$ cat src/rtl/move_scheduler_pkg.sv
// Shared definitions for the per-tick actor movement sequencer: direction codes,
// map bounds and FSM state encodings.
package move_scheduler_pkg;

    typedef logic [7:0] coord_x_t;
    typedef logic [6:0] coord_y_t;
    typedef logic [2:0] actor_id_t;

    typedef enum logic [2:0] {
        DIR_RIGHT = 3'd0,
        DIR_UP    = 3'd1,
        DIR_LEFT  = 3'd2,
        DIR_DOWN  = 3'd3,
        DIR_WAIT  = 3'd4
    } dir_e;

    typedef enum logic [2:0] {
        ST_IDLE   = 3'd0,
        ST_ISSUE  = 3'd1,
        ST_WAIT   = 3'd2,
        ST_COMMIT = 3'd3,
        ST_DONE   = 3'd4
    } state_e;

    localparam int X_MAX_DEF = 26;
    localparam int Y_MAX_DEF = 23;

    // Only the four compass codes move; WAIT and the unused codes 5..7 stay put.
    function automatic logic is_move(input logic [2:0] d);
        return d <= 3'(DIR_DOWN);
    endfunction

endpackage

$ cat src/rtl/move_scheduler_if.sv
// Actor-side and map_lut-side signals of the movement sequencer, grouped with
// the scheduler as master and the actor/map environment as slave.
interface move_scheduler_if;
    import move_scheduler_pkg::*;

    logic      enable;
    coord_x_t  pos_x;
    coord_y_t  pos_y;
    logic [2:0] dir;
    actor_id_t act_id;
    coord_x_t  map_x;
    coord_y_t  map_y;
    logic      map_q;
    logic      upd_valid;
    coord_x_t  upd_x;
    coord_y_t  upd_y;
    logic      upd_blocked;
    logic      busy;
    logic      done;
    logic      overrun;

    modport master (
        input  enable, pos_x, pos_y, dir, map_q,
        output act_id, map_x, map_y, upd_valid, upd_x, upd_y, upd_blocked,
               busy, done, overrun
    );

    modport slave (
        output enable, pos_x, pos_y, dir, map_q,
        input  act_id, map_x, map_y, upd_valid, upd_x, upd_y, upd_blocked,
               busy, done, overrun
    );

endinterface

$ cat src/rtl/move_scheduler_tick_divider.sv
// Free-running 0..TICK_DIV-1 counter; tick is high while the counter sits on its last value.
module move_scheduler_tick_divider #(
    parameter int TICK_DIV = 4
) (
    input  logic clock,
    input  logic reset,
    output logic tick
);

    localparam int CW = (TICK_DIV > 1) ? $clog2(TICK_DIV) : 1;

    logic [CW-1:0] cnt;

    always_ff @(posedge clock) begin
        if (reset) begin
            cnt <= '0;
        end else if (cnt == CW'(TICK_DIV - 1)) begin
            cnt <= '0;
        end else begin
            cnt <= cnt + 1'b1;
        end
    end

    assign tick = (cnt == CW'(TICK_DIV - 1));

endmodule

$ cat src/rtl/move_scheduler.sv
// Walks every actor through one move per game tick using the single shared map_lut:
// candidate cell with tunnel wrap, wall lookup, then commit or hold.
module move_scheduler
    import move_scheduler_pkg::*;
#(
    parameter int N_ACTORS = 5,
    parameter int TICK_DIV = 4,
    parameter int MAP_LAT  = 1,
    parameter int X_MAX    = X_MAX_DEF,
    parameter int Y_MAX    = Y_MAX_DEF
) (
    input logic               clock,
    input logic               reset,
    move_scheduler_if.master  bus
);

    localparam int WCW = (MAP_LAT > 1) ? $clog2(MAP_LAT) : 1;

    logic           tick;
    state_e         state;
    logic [WCW-1:0] wait_cnt;
    actor_id_t      act_id;
    coord_x_t       cand_x, cx_q, px_q, upd_x;
    coord_y_t       cand_y, cy_q, py_q, upd_y;
    logic           mv_q, upd_valid, upd_blocked, busy, done;

    move_scheduler_tick_divider #(.TICK_DIV(TICK_DIV)) u_tick (
        .clock (clock),
        .reset (reset),
        .tick  (tick)
    );

    // Wrap check runs on the modular result: stepping past either edge lands above the max.
    always_comb begin
        cand_x = bus.pos_x;
        cand_y = bus.pos_y;
        case (bus.dir)
            3'(DIR_RIGHT): begin
                cand_x = bus.pos_x + 8'd1;
                if (cand_x > 8'(X_MAX)) cand_x = '0;
            end
            3'(DIR_LEFT): begin
                cand_x = bus.pos_x - 8'd1;
                if (cand_x > 8'(X_MAX)) cand_x = 8'(X_MAX);
            end
            3'(DIR_UP): begin
                cand_y = bus.pos_y - 7'd1;
                if (cand_y > 7'(Y_MAX)) cand_y = 7'(Y_MAX);
            end
            3'(DIR_DOWN): begin
                cand_y = bus.pos_y + 7'd1;
                if (cand_y > 7'(Y_MAX)) cand_y = '0;
            end
            default: ;
        endcase
    end

    always_ff @(posedge clock) begin
        if (reset) begin
            state       <= ST_IDLE;
            wait_cnt    <= '0;
            act_id      <= '0;
            cx_q        <= '0;
            cy_q        <= '0;
            upd_valid   <= 1'b0;
            upd_x       <= '0;
            upd_y       <= '0;
            upd_blocked <= 1'b0;
            busy        <= 1'b0;
            done        <= 1'b0;
        end else begin
            upd_valid <= 1'b0;
            done      <= 1'b0;
            case (state)
                ST_IDLE: begin
                    if (tick && bus.enable) begin
                        state  <= ST_ISSUE;
                        act_id <= '0;
                        busy   <= 1'b1;
                    end
                end
                ST_ISSUE: begin
                    px_q     <= bus.pos_x;
                    py_q     <= bus.pos_y;
                    mv_q     <= is_move(bus.dir);
                    cx_q     <= cand_x;
                    cy_q     <= cand_y;
                    wait_cnt <= '0;
                    state    <= ST_WAIT;
                end
                ST_WAIT: begin
                    // map_q now answers the lookup presented during ISSUE.
                    if (wait_cnt == WCW'(MAP_LAT - 1)) begin
                        upd_valid <= 1'b1;
                        if (mv_q && bus.map_q) begin
                            upd_x       <= px_q;
                            upd_y       <= py_q;
                            upd_blocked <= 1'b1;
                        end else begin
                            upd_x       <= cx_q;
                            upd_y       <= cy_q;
                            upd_blocked <= 1'b0;
                        end
                        state <= ST_COMMIT;
                    end else begin
                        wait_cnt <= wait_cnt + 1'b1;
                    end
                end
                ST_COMMIT: begin
                    if (act_id == 3'(N_ACTORS - 1)) begin
                        state <= ST_DONE;
                        busy  <= 1'b0;
                        done  <= 1'b1;
                    end else begin
                        act_id <= act_id + 1'b1;
                        state  <= ST_ISSUE;
                    end
                end
                ST_DONE: begin
                    state  <= ST_IDLE;
                    act_id <= '0;
                end
                default: state <= ST_IDLE;
            endcase
        end
    end

    // The lookup is presented straight from the live position during ISSUE, then held.
    assign bus.map_x       = (state == ST_ISSUE) ? cand_x : cx_q;
    assign bus.map_y       = (state == ST_ISSUE) ? cand_y : cy_q;
    assign bus.act_id      = act_id;
    assign bus.upd_valid   = upd_valid;
    assign bus.upd_x       = upd_x;
    assign bus.upd_y       = upd_y;
    assign bus.upd_blocked = upd_blocked;
    assign bus.busy        = busy;
    assign bus.done        = done;
    assign bus.overrun     = tick && bus.enable && !reset && (state != ST_IDLE);

endmodule

$ cat src/flat_wrapper.sv
// flat-port wrapper written by rule: the top's interface ports become plain ports
module move_scheduler_flat import move_scheduler_pkg::*;
#(
    parameter int N_ACTORS = 5,
    parameter int TICK_DIV = 4,
    parameter int MAP_LAT  = 1,
    parameter int X_MAX    = X_MAX_DEF,
    parameter int Y_MAX    = Y_MAX_DEF
)
  (clock, reset, bus_enable, bus_pos_x, bus_pos_y, bus_dir, bus_map_q, bus_act_id, bus_map_x, bus_map_y, bus_upd_valid, bus_upd_x, bus_upd_y, bus_upd_blocked, bus_busy, bus_done, bus_overrun);
  move_scheduler_if bus_i ();
  input logic clock;
  input logic reset;
  input wire logic [$bits(bus_i.enable)-1:0] bus_enable;
  input wire logic [$bits(bus_i.pos_x)-1:0] bus_pos_x;
  input wire logic [$bits(bus_i.pos_y)-1:0] bus_pos_y;
  input wire logic [$bits(bus_i.dir)-1:0] bus_dir;
  input wire logic [$bits(bus_i.map_q)-1:0] bus_map_q;
  output wire logic [$bits(bus_i.act_id)-1:0] bus_act_id;
  output wire logic [$bits(bus_i.map_x)-1:0] bus_map_x;
  output wire logic [$bits(bus_i.map_y)-1:0] bus_map_y;
  output wire logic [$bits(bus_i.upd_valid)-1:0] bus_upd_valid;
  output wire logic [$bits(bus_i.upd_x)-1:0] bus_upd_x;
  output wire logic [$bits(bus_i.upd_y)-1:0] bus_upd_y;
  output wire logic [$bits(bus_i.upd_blocked)-1:0] bus_upd_blocked;
  output wire logic [$bits(bus_i.busy)-1:0] bus_busy;
  output wire logic [$bits(bus_i.done)-1:0] bus_done;
  output wire logic [$bits(bus_i.overrun)-1:0] bus_overrun;
  assign bus_i.enable = bus_enable;
  assign bus_i.pos_x = bus_pos_x;
  assign bus_i.pos_y = bus_pos_y;
  assign bus_i.dir = bus_dir;
  assign bus_i.map_q = bus_map_q;
  assign bus_act_id = bus_i.act_id;
  assign bus_map_x = bus_i.map_x;
  assign bus_map_y = bus_i.map_y;
  assign bus_upd_valid = bus_i.upd_valid;
  assign bus_upd_x = bus_i.upd_x;
  assign bus_upd_y = bus_i.upd_y;
  assign bus_upd_blocked = bus_i.upd_blocked;
  assign bus_busy = bus_i.busy;
  assign bus_done = bus_i.done;
  assign bus_overrun = bus_i.overrun;
  move_scheduler #(.N_ACTORS(N_ACTORS), .TICK_DIV(TICK_DIV), .MAP_LAT(MAP_LAT), .X_MAX(X_MAX), .Y_MAX(Y_MAX)) u_core (.clock(clock), .reset(reset), .bus(bus_i));
endmodule
$ cat config.mk
export PLATFORM = sky130hd
export DESIGN_NAME = move_scheduler_flat
export DESIGN_NICKNAME = d
export VERILOG_FILES = /design/src/rtl/move_scheduler_pkg.sv /design/src/rtl/move_scheduler_if.sv /design/src/rtl/move_scheduler_tick_divider.sv /design/src/rtl/move_scheduler.sv /design/src/flat_wrapper.sv
export SDC_FILE = /design/constraint.sdc
export NUM_CORES = 1
export LEC_CHECK = 0
export CORE_ASPECT_RATIO = 0.8
export CORE_MARGIN = 3
export CORE_UTILIZATION = 30
export CTS_CLUSTER_DIAMETER = 150
export DETAILED_ROUTE_END_ITERATION = 10
export PLACE_DENSITY = 0.52
export SYNTH_ARGS = -nofsm -noshare
export SYNTH_HDL_FRONTEND = slang
export SYNTH_SLANG_ARGS = --single-unit
export TNS_END_PERCENT = 50
$ cat constraint.sdc
create_clock -name clock -period 8.05 [get_ports clock]
set_input_delay 2.415 -clock clock [delete_from_list [all_inputs] [get_ports clock]]
set_output_delay 2.415 -clock clock [all_outputs]
set_load 0.02 [all_outputs]
# Word level (Yosys, flattened, before mapping)
# Cells that the tools add are included.
totals:
  regBits: 59
  input_bits: 22
  output_inout_bits: 38
  elab_cells: 88
classes:
  add_sub_neg: 7
  order_cmp: 5
  n_eq_ne: 13
  n_mux: 25
  n_bitwise: 4
  reduce_logical: 19
op_table:
  columns: ["cell", "count"]
  rows:
  - ["$mux W8", 4]
  - ["$mux W7", 4]
  - ["$gt A8 B5 Y1 const B", 2]
  - ["$pmux W8 S2", 1]
  - ["$mux W3", 5]
  - ["$gt A7 B5 Y1 const B", 2]
  - ["$pmux W7 S2", 1]
  - ["$eq A3 B2 Y1 const B", 4]
  - ["$pmux W3 S4", 1]
  - ["$pmux W3 S3", 1]
  - ["$add A8 B1 Y8 const B", 1]
  - ["$sub A8 B1 Y8 const B", 1]
  - ["$add A7 B1 Y7 const B", 1]
  - ["$sub A7 B1 Y7 const B", 1]
  - ["$eq A3 B1 Y1 const B", 2]
  - ["$eq A3 B3 Y1 const B", 2]
  - ["$logic_not A3 Y1", 2]
  - ["$mux W1", 6]
  - ["$reduce_and A2 Y1", 3]
  - ["$reduce_and A3 Y1", 2]
  - ["$reduce_bool A3 Y1", 2]
  - ["$reduce_or A2 Y1", 3]
  - ["$logic_and A1 B1 Y1", 4]
  - ["$ne A2 B1 Y1 const B", 2]
  - ["10 further kinds", 16]

# Logic depth before layout (Yosys ltp)
# Gate-level depths: netlist (run 1).
depth:
  ltp_word: 5
  ltp_mapped: 10
  mapped_depth_nobuf: 7

# Hierarchy
# Synthesis (run 1) repeated with hierarchy kept, for this count alone.
hier_totals:
  cells_unflattened: 419
  area_unflattened_um2: 3500.9
modules_own_cells:
  columns: ["mod", "n_inst", "cells_per_inst", "area_per_inst_um2", "seq_area_each_um2"]
  rows:
  - ["move_scheduler", 1, 414, 3425.8, 1281.2]
  - ["move_scheduler_tick_divider", 1, 5, 75.1, 40.0]

# Worst setup path before layout (run 1)
# No wires, ideal clock.
synth_timing:
  kind: "input -> output"
  startpoint: "in bus_pos_y[0]"
  endpoint: "out bus_map_y[2]"
  arrival_ps: 4690
  required_ps: 5635
  path_slack_ps: 945
  path_stages: 10
  n_path_buf: 3
  path_cell_list: "clkbuf_1 > buf_2 > inv_1 > ha_1 > buf_2 > nor4bb_1 > a41oi_1 > o311a_1 > o31a_1 > a31oi_1"
synth_between:
  elab_chain_cells: 5
  elab_cells_between_ends: 8
  cone_classes: "add/sub: 2; order compare: 2; mux: 4"
synth_rtl:
  columns: ["element", "line", "rtl"]
  rows:
  - ["start, declared", "flat_wrapper.sv:16", "input wire logic [$bits(bus_i.pos_y)-1:0] bus_pos_y;"]
  - ["$add A7 B1 Y7 / $sub A7 B1 Y7 (equally long branches)", "move_scheduler.sv:51, move_scheduler.sv:47", null]
  - ["$gt A7 B5 Y1, on equally long branches", "move_scheduler.sv:52, move_scheduler.sv:48", null]
  - ["$mux W7, on equally long branches", "move_scheduler.sv:52, move_scheduler.sv:48", null]
  - ["$pmux W7 S2 *", "move_scheduler.sv:37", "case (bus.dir)"]
  - ["$mux W7 *", null, null]
  - ["end, declared", "flat_wrapper.sv:21", "output wire logic [$bits(bus_i.map_y)-1:0] bus_map_y;"]
# Every way passes the cells marked *; elsewhere a longest branch is shown, timed or not.

# Final worst setup path (run 1)
layout_timing:
  startpoint: "in bus_pos_x[0]"
  endpoint: "out bus_map_x[3]"
layout_between:
  elab_chain_cells: 5
  elab_cells_between_ends: 8
  cone_classes: "add/sub: 2; order compare: 2; mux: 4"
layout_rtl:
  columns: ["element", "line", "rtl"]
  rows:
  - ["start, declared", "flat_wrapper.sv:15", "input wire logic [$bits(bus_i.pos_x)-1:0] bus_pos_x;"]
  - ["$sub A8 B1 Y8 / $add A8 B1 Y8 (equally long branches)", "move_scheduler.sv:43, move_scheduler.sv:39", null]
  - ["$gt A8 B5 Y1, on equally long branches", "move_scheduler.sv:44, move_scheduler.sv:40", null]
  - ["$mux W8, on equally long branches", "move_scheduler.sv:44, move_scheduler.sv:40", null]
  - ["$pmux W8 S2 *", "move_scheduler.sv:37", null]
  - ["$mux W8 *", null, null]
  - ["end, declared", "flat_wrapper.sv:20", "output wire logic [$bits(bus_i.map_x)-1:0] bus_map_x;"]
# Marks and branches as above.

==> results.yml, run 1 <==
global_route:
  grt_max_degree: 44
  grt_pass1_wl_um: 17300
  grt_pass1_vias: 3309
  gr-usage-all-layers_pct: 15.7
  antenna_found_initial: 0
  gr-total-overflow: 0
die:
  core_region_area_um2: 11600
  die_area_um2: 13500
  floorplan.initialDensity_pct: 31.2
  die_y_um: 104
  io_pins: 60
  die_width_um: 129
  fp-row-count: 35
critical_path:
  r2r-start: "u_core.state[0]"
  reg2reg_slack_ns: 5.75
  critPathArrivalTime_ns: 5.25
  critical_path_class: "input port to output port"
  worstSetupEndpointType: "output port"
  crit_slowest_cell: "clkdlybuf4s50_1"
  crit_chain: "clkdlybuf4s50_1 > inv_1 > ha_1 > o21bai_1 > a2111oi_0 > o31ai_1 > a221oi_1 > a21oi_1 > clkdlybuf4s50_1"
  crit_required_ns: 5.64
  path_common_cell: "clkdlybuf4s50_1"
  critPathMaxFanout: 6
  startpoint: "bus_pos_x[0]"
  rr_endpoint: "u_core.py_q[3]"
  crit_end: "bus_map_x[3]"
  startpoint_type: "input port"
  reg2reg_depth: 3
  critPathMaxStageDelay_ns: 0.56
placement:
  hpwl_um: 7750
  gp_congestion: 0.910
  io_buffers: 59
  place_area_um2: 4350
clock_network:
  postCtsSetupBuffers: 0
  h-tree-depth: 3
  numCtsBuffers: 9
  cts-root-buf: "clkbuf_16"
  cts_hold_buf: 0
  cts_sinks: 58
  cts_tree: "yes"
  clk_latency_ns: 0.32
  cts_repair_resize_count: 0
  clockBufferDepth: 2
  clk_pin_slew_worst_paths_ns: 0.05
logic_synthesis:
  synth.net_count: 479
  postSynth.asyncResetShare_pct: 0
  yosys-top-cells-area: "dfxtp_1 23%, edfxtp_1 13%, nand2_1 5.4%"
  yosysWarnings: 0
  yosysSeqAreaShare_pct: 36.4
  synth_top_flop_cell: "dfxtp_1"
  synth_area_um2: 3630
  ys_ff_latch: 58
  ys_types: 68
  synth_top_area_share_pct: 23.2
  synth_area_per_cell_um2: 8.14
  syn_inst: 446
  yosysTopAreaCell: "dfxtp_1"
  synth-edff-count: 16
sta:
  drv_slew: 0
  max_slew_margin_pct: 32.6
  fin_setup_tns_ns: 0
  max_slew.worst_pin.slew_ns: 1.01
  fin_worst_skew_ns: 0.00601
  fin_crit_sh_pct: 95.2
  finalHoldViolCount: 0
  fmax_ghz: 0.130
  setup_viol: 0
  holdWs_ns: 0.434
  period_minus_slack_ns: 7.67
  rsz0062_at_grt: "no"
routing:
  vias_per_cell: 5.40
  drc_errors: 0
  wl_per_cell_um: 16.2
  dr_total_vias: 3489
  final_antenna_net_count: 0
  drt_pass1_iterations: 4
  drt-initial-drc-count: 285
  wl_um: 10400
finish:
  n_antenna_cell: 0
  final_area_um2: 4620
  n_fill_cell: 1199
  layout_commonest_cell: "clkdlybuf4s50_1"
  num-nets-final: 526
  final_cell_mix: "59 x clkdlybuf4s50_1, 52 x nand2_1, 42 x nor2_1, 42 x dfxtp_1, 34 x a21oi_1"
  drive_above_1_share_pct: 9.24
  area_delta_synth_final_pct: 27.2
min_path:
  hp-class: "flip-flop to flip-flop"
pwr:
  power_frac_clock_pct: 29.0
  switchingPower_uw: 413
  pwr-share-seq_pct: 33.3
  p_sw_share_pct: 35.0
  vdd_drop_max_mv: 0.116
  internal-power_uw: 768
  power_frac_comb_pct: 37.7
  p_leak_nw: 1.58
  pwr_density_cell_nw_per_um2: 256
run_status:
  outcome: "finished, final reports clean"
job:
  cap_violations: 0
## critical path, delay by kind of cell
| kind | cells | cell delay (ns) |
|---|---|---|
| buffers and inverters | 3 | 1.14 |
| adder cells (fa/ha/maj) | 1 | 0.28 |
| AO/OA/AOI/OAI | 5 | 1.42 |
## synthesized netlist by cell type (all sizes together) (3+ instances only)
cell type,count
nand2,52
dfxtp,42
nor2,42
a21oi,34
nand3,34
clkbuf,29
a311oi,20
edfxtp,16
nor3,15
buf,13
inv,12
ha,11
nand4,9
xnor2,9
o21ai,7
a31oi,6
nand2b,5
nor2b,5
o211ai,5
a211oi,4
nor3b,4
nor4b,4
or2,4
a41oi,3
and2,3
and4,3
o21bai,3
o221ai,3
or3,3
or3b,3
or4,3
## per-layer routing
layer,wire length [µm],GRT usage [%]
met4,109,4.65
met3,606,2.36
met5,0,0
met1,5360,24.0
met2,4360,22.6
## registers in the layout, indices dropped and copies added, names as in the netlist
register	cells
u_core.bus.upd_valid	1
u_core.state	3
u_core.bus.upd_x	8
u_core.bus.done	1
u_core.cx_q	8
u_core.bus.act_id	3
u_core.cy_q	7
u_core.bus.upd_blocked	1
u_core.mv_q	1
u_core.py_q	7
u_core.u_tick.cnt	2
u_core.px_q	8
u_core.bus.busy	1
u_core.bus.upd_y	7
## layout make-up
type	count	area, µm²	area share (%)
multi-input cells	334	2060	44.6
inverters	12	45.0	0.975
clock buffers	12	256	5.55
clock inverters	4	16.3	0.352
repair buffers	78	733	15.9
flip-flops and latches	58	1320	28.6
well taps	148	185	4.01
## cells by family (layout without fill, tap and decap cells)
| logic type | Yosys count | count (layout) | share of synthesized area (%) |
|---|---|---|---|
| adder cells (fa/ha/maj) | 11 | 11 | 3.79 |
| AND/OR/NAND/NOR | 201 | 201 | 28.5 |
| buffers and inverters | 54 | 106 | 6.99 |
| flip-flops | 58 | 58 | 36.4 |
| AO/OA/AOI/OAI | 111 | 111 | 21.7 |
| XOR/XNOR | 11 | 11 | 2.65 |
## power by group through the flow
stage               logic (mW)  clock network, mW  registers (mW)
floorplan                0.248                  0           0.412
global placement         0.446                  0           0.400
detailed placement       0.447                  0           0.400
CTS                      0.448              0.351           0.395
global route             0.488              0.364           0.402
finish                   0.445              0.342           0.394
## how the worst min path moves through the flow
| stage | cells past startpoint | start | endpoint | slack (ns) |
|---|---|---|---|---|
| 2_1_floorplan | 1 | u_core.u_tick.cnt[0] | u_core.u_tick.cnt[0] | 0.41 |
| 3_3_place_gp | 1 | u_core.u_tick.cnt[0] | u_core.u_tick.cnt[0] | 0.42 |
| 3_5_place_dp | 1 | u_core.u_tick.cnt[0] | u_core.u_tick.cnt[0] | 0.43 |
| 4_1_cts | 1 | u_core.u_tick.cnt[0] | u_core.u_tick.cnt[0] | 0.43 |
| 5_1_grt | 1 | u_core.u_tick.cnt[0] | u_core.u_tick.cnt[0] | 0.44 |
| 6_report | 1 | u_core.u_tick.cnt[0] | u_core.u_tick.cnt[0] | 0.43 |
## through the flow
| step | total power, mW | std cells | utilization [%] | setup slack (ns) |
|---|---|---|---|---|
| 6_report | 1.18 | 646 | 39.6 | 0.384 |
| 5_1_grt | 1.25 | 646 | 39.6 | 0.0203 |
| 4_1_cts | 1.19 | 646 | 39.6 | 0.363 |
| 3_5_place_dp | 0.847 | 630 | 37.3 | 0.370 |
| 3_3_place_gp | 0.847 | 630 | 37.3 | 0.373 |
| 2_1_floorplan | 0.660 | 446 | - | 0.945 |
Note: power is estimated with default switching activity, not from simulation.
==> run 2, diff against run 1 <==
Settings changed: CTS_CLUSTER_SIZE from default to 14, GPL_ROUTABILITY_DRIVEN from default to 0.
==> results.yml, run 2 (synthesis results as in run 1) <==
run_status:
  outcome: "finished, final reports clean"
sta:
  setup_viol: 0
  rsz0062_at_grt: "no"
  fin_worst_skew_ns: 0.00399
  drv_slew: 0
  period_minus_slack_ns: 7.76
  max_slew_margin_pct: 31.3
  fin_setup_tns_ns: 0
  fmax_ghz: 0.129
  layout_setup_ws_ns: 0.294
  finalHoldViolCount: 0
  max_slew.worst_pin.slew_ns: 1.03
  holdWs_ns: 0.430
  fin_crit_sh_pct: 96.3
routing:
  routed.top_layer: "met4"
  drt-initial-drc-count: 348
  wl_met1_um: 5490
  dr_total_vias: 3477
  drc_errors: 0
  final_antenna_net_count: 0
  vias_per_cell: 5.37
  wl_per_cell_um: 16.3
  dr_wl_met3_um: 596
  wl_met2_um: 4370
  wl_um: 10600
  drt_pass1_iterations: 5
placement:
  io_buffers: 59
  placedCellCount: 631
  dp_slack_ns: 0.244
  place_area_um2: 4350
  hpwl_um: 7620
global_route:
  grt_pass1_wl_um: 16600
  grt_pass1_vias: 3132
  gr-total-overflow: 0
  grt_max_degree: 44
  gr-usage-all-layers_pct: 15.3
  antenna_found_initial: 0
finish:
  stdcell_count: 647
  drive_above_1_share_pct: 9.62
  n_antenna_cell: 0
  layout_commonest_cell: "clkdlybuf4s50_1"
  final_area_um2: 4640
  regArea_um2: 1320
  num-nets-final: 527
  multi_input_area_um2: 2070
  area_delta_synth_final_pct: 27.8
  final_cell_mix: "59 x clkdlybuf4s50_1, 52 x nand2_1, 42 x nor2_1, 42 x dfxtp_1, 34 x a21oi_1"
  n_fill_cell: 1177
  top_regs: "u_core.bus.upd_x x8, u_core.cx_q x8, u_core.px_q x8"
clock_network:
  cts-root-buf: "clkbuf_16"
  clk_pin_slew_worst_paths_ns: 0.05
  clockBufferDepth: 2
  cts_tree: "yes"
  cts_hold_buf: 0
  postCtsSetupBuffers: 0
  cts_sinks: 58
  clk_latency_ns: 0.32
  numCtsBuffers: 9
  h-tree-depth: 3
die:
  fp-row-count: 35
  die_area_um2: 13500
  io_pins: 60
  floorplan.initialDensity_pct: 31.2
  core_region_area_um2: 11600
  die_y_um: 104
  die_width_um: 129
pwr:
  vdd_drop_max_mv: 0.101
  p_leak_nw: 1.59
  pwr_density_cell_nw_per_um2: 259
critical_path:
  critPathArrivalTime_ns: 5.34
  crit_required_ns: 5.64
  startpoint_type: "input port"
  critPathMaxFanout: 15
  critical_path_class: "input port to output port"
  worstSetupEndpointType: "output port"
job:
  cap_violations: 0
min_path:
  hp-class: "flip-flop to flip-flop"
[run 2: cell types whose count changed in the layout (fill, tap and decap cells not counted)]
| cell | delta |
|---|---|
| clkbuf_1 | +2 |
| clkbuf_8 | -2 |
| clkinv_1 | -2 |
| a2111oi_0 | -1 |
| a2111oi_2 | +1 |
| buf_4 | +1 |
| bufinv_16 | +1 |
| clkinv_2 | +1 |
[run 2: worst max-delay path, cell delays in order]
cell	delay, ns
clkdlybuf4s50_1	0.89
nand2_1	0.22
xnor2_1	0.17
o41ai_1	0.40
buf_4	0.21
nand4_1	0.14
o211ai_1	0.24
clkdlybuf4s50_1	0.64
[run 2: worst paths after layout]
check / from / endpoint / slack [ns] / cells after the start
worst max-delay path: bus_pos_y[2] / bus_map_y[1] / 0.29 / 8
worst min-delay path: u_core.u_tick.cnt[0] / u_core.u_tick.cnt[0] / 0.43 / 1
worst max register to register: u_core.state[0] / u_core.px_q[7] / 5.71 / 3
worst min register to register: u_core.u_tick.cnt[0] / u_core.u_tick.cnt[0] / 0.43 / 1
[run 2: area by class of cell]
type                            count  share of cell area (%)
Multi-Input combinational cell    334                    44.6
Sequential cell                    58                    28.5
Timing Repair Buffer               79                    16.0
Clock buffer                       12                    5.10
Tap cell                          148                    3.99
Inverter                           12                   0.971
Clock inverter                      4                   0.944
[run 2: routing by layer]
metal / vias up / GRT usage [%]
li1: 1752 / -
met1: 1618 / 24.0
met2: 100 / 20.7
met3: 7 / 2.57
met4: 0 / 4.95
met5: - / 0
[run 2: power breakdown]
part	switching [mW]	internal, mW	total [mW]
combinational	0.255	0.192	0.447
sequential	0.0367	0.356	0.393
clock	0.123	0.237	0.360
[run 2: what timing repair did]
action | in CTS | in global routing
hold endpoints to repair | 0 | 0
endpoints found under the setup margin | 0 | 4
gates resized for setup | 0 | 2
[run 2: metrics by stage]
stage	utilization, %	power, mW
after floorplan	-	0.660
after global placement	37.4	0.848
after detailed placement	37.4	0.848
after CTS	39.8	1.21
after global routing	39.8	1.26
final	39.8	1.20
==> run 3, diff against run 2 <==
Settings changed: CAP_MARGIN from default to 10, MAX_ROUTING_LAYER from default to met4.
==> results.yml, run 3 (synthesis results as in run 1) <==
run_status:
  outcome: "finished, final reports clean"
sta:
  fin_worst_skew_ns: 0.00403
  fin_setup_tns_ns: 0
  finalHoldViolCount: 0
  holdWs_ns: 0.430
  fmax_ghz: 0.129
  period_minus_slack_ns: 7.76
  fin_crit_sh_pct: 96.4
  max_slew_margin_pct: 33.4
  max_slew.worst_pin.slew_ns: 0.999
  rsz0062_at_grt: "no"
  drv_slew: 0
  setup_viol: 0
  layout_setup_ws_ns: 0.293
pwr:
  p_sw_share_pct: 34.6
  power_frac_clock_pct: 30.0
  switchingPower_uw: 415
  pwr-share-seq_pct: 32.7
  internal-power_uw: 785
  p_leak_nw: 1.59
  pwr_density_cell_nw_per_um2: 259
  vdd_drop_max_mv: 0.100
  power_frac_comb_pct: 37.2
critical_path:
  worstSetupEndpointType: "output port"
  critPathMaxFanout: 15
  critPathArrivalTime_ns: 5.34
  critical_path_class: "input port to output port"
  crit_required_ns: 5.64
  startpoint_type: "input port"
placement:
  io_buffers: 59
  dp_slack_ns: 0.244
  hpwl_um: 7620
  placedCellCount: 631
routing:
  vias_per_cell: 5.40
  drt_pass1_iterations: 4
  wl_per_cell_um: 16.3
  final_antenna_net_count: 0
  wl_um: 10600
  drt-initial-drc-count: 339
  drc_errors: 0
  dr_total_vias: 3492
die:
  die_area_um2: 13500
  die_width_um: 129
  io_pins: 60
  floorplan.initialDensity_pct: 31.2
  core_region_area_um2: 11600
  die_y_um: 104
  fp-row-count: 35
min_path:
  hp-class: "flip-flop to flip-flop"
global_route:
  grt_pass1_vias: 3137
  grt_max_degree: 44
  gr-usage-all-layers_pct: 15.7
  antenna_found_initial: 0
  gr-total-overflow: 0
  grt_pass1_wl_um: 16600
finish:
  stdcell_count: 647
  top_regs: "u_core.bus.upd_x x8, u_core.cx_q x8, u_core.px_q x8"
  layout_commonest_cell: "clkdlybuf4s50_1"
  final_util_pct: 39.8
  area_delta_synth_final_pct: 27.8
  drive_above_1_share_pct: 9.62
  final_cell_mix: "59 x clkdlybuf4s50_1, 52 x nand2_1, 42 x nor2_1, 42 x dfxtp_1, 34 x a21oi_1"
  n_antenna_cell: 0
  num-nets-final: 527
clock_network:
  numCtsBuffers: 9
  clockBufferDepth: 2
  cts_tree: "yes"
  clk_pin_slew_worst_paths_ns: 0.05
  cts-root-buf: "clkbuf_16"
  cts_sinks: 58
  clk_latency_ns: 0.32
  h-tree-depth: 3
  postCtsSetupBuffers: 0
job:
  cap_violations: 0
==> run 3: cell counts in the layout (fill, tap and decap cells not counted) <==
Identical to the previous run, type by type.
==> run 3: per-layer routing <==
layer	global-route usage, %	wire (µm)
met1	24.2	5470
met2	20.6	4390
met3	2.26	594
met4	4.95	99
met5	-	0
==> run 3: layout make-up <==
type | instances | area [µm²]
Multi-Input combinational cell | 334 | 2070
Fill cell | 1177 | 7010
Inverter | 12 | 45.0
Clock buffer | 12 | 236
Sequential cell | 58 | 1320
Timing Repair Buffer | 79 | 741
Clock inverter | 4 | 43.8
Tap cell | 148 | 185
==> run 3: what timing repair did <==
action / CTS / global route
resized for setup: 0 / 2
setup endpoints to repair: 0 / 4
hold buffers: 0 / 0
==> run 3: worst paths after layout <==
check	cells past startpoint	slack (ns)	end	start
min reg2reg	1	0.43	u_core.u_tick.cnt[0]	u_core.u_tick.cnt[0]
max	8	0.29	bus_map_y[1]	bus_pos_y[2]
min	1	0.43	u_core.u_tick.cnt[0]	u_core.u_tick.cnt[0]
max reg2reg	3	5.72	u_core.px_q[7]	u_core.state[0]
==> run 3: power by group through the flow <==
stage / Sequential, mW / Combinational [mW] / Clock (mW)
detailed placement: 0.398 / 0.450 / 0
floorplan: 0.412 / 0.248 / 0
global route: 0.397 / 0.488 / 0.377
finish: 0.393 / 0.447 / 0.360
global placement: 0.398 / 0.449 / 0
CTS: 0.393 / 0.451 / 0.365
==> run 3: through the flow <==
stage	area [µm²]	power (mW)
2_1_floorplan	3630	0.660
3_3_place_gp	4350	0.848
3_5_place_dp	4350	0.848
4_1_cts	4630	1.21
5_1_grt	4640	1.26
6_report	4640	1.20
==> run 3: worst max-delay path: stages <==
cell	delay, ns
clkdlybuf4s50_1	0.90
nand2_1	0.22
xnor2_1	0.17
o41ai_1	0.40
buf_4	0.21
nand4_1	0.14
o211ai_1	0.24
clkdlybuf4s50_1	0.64
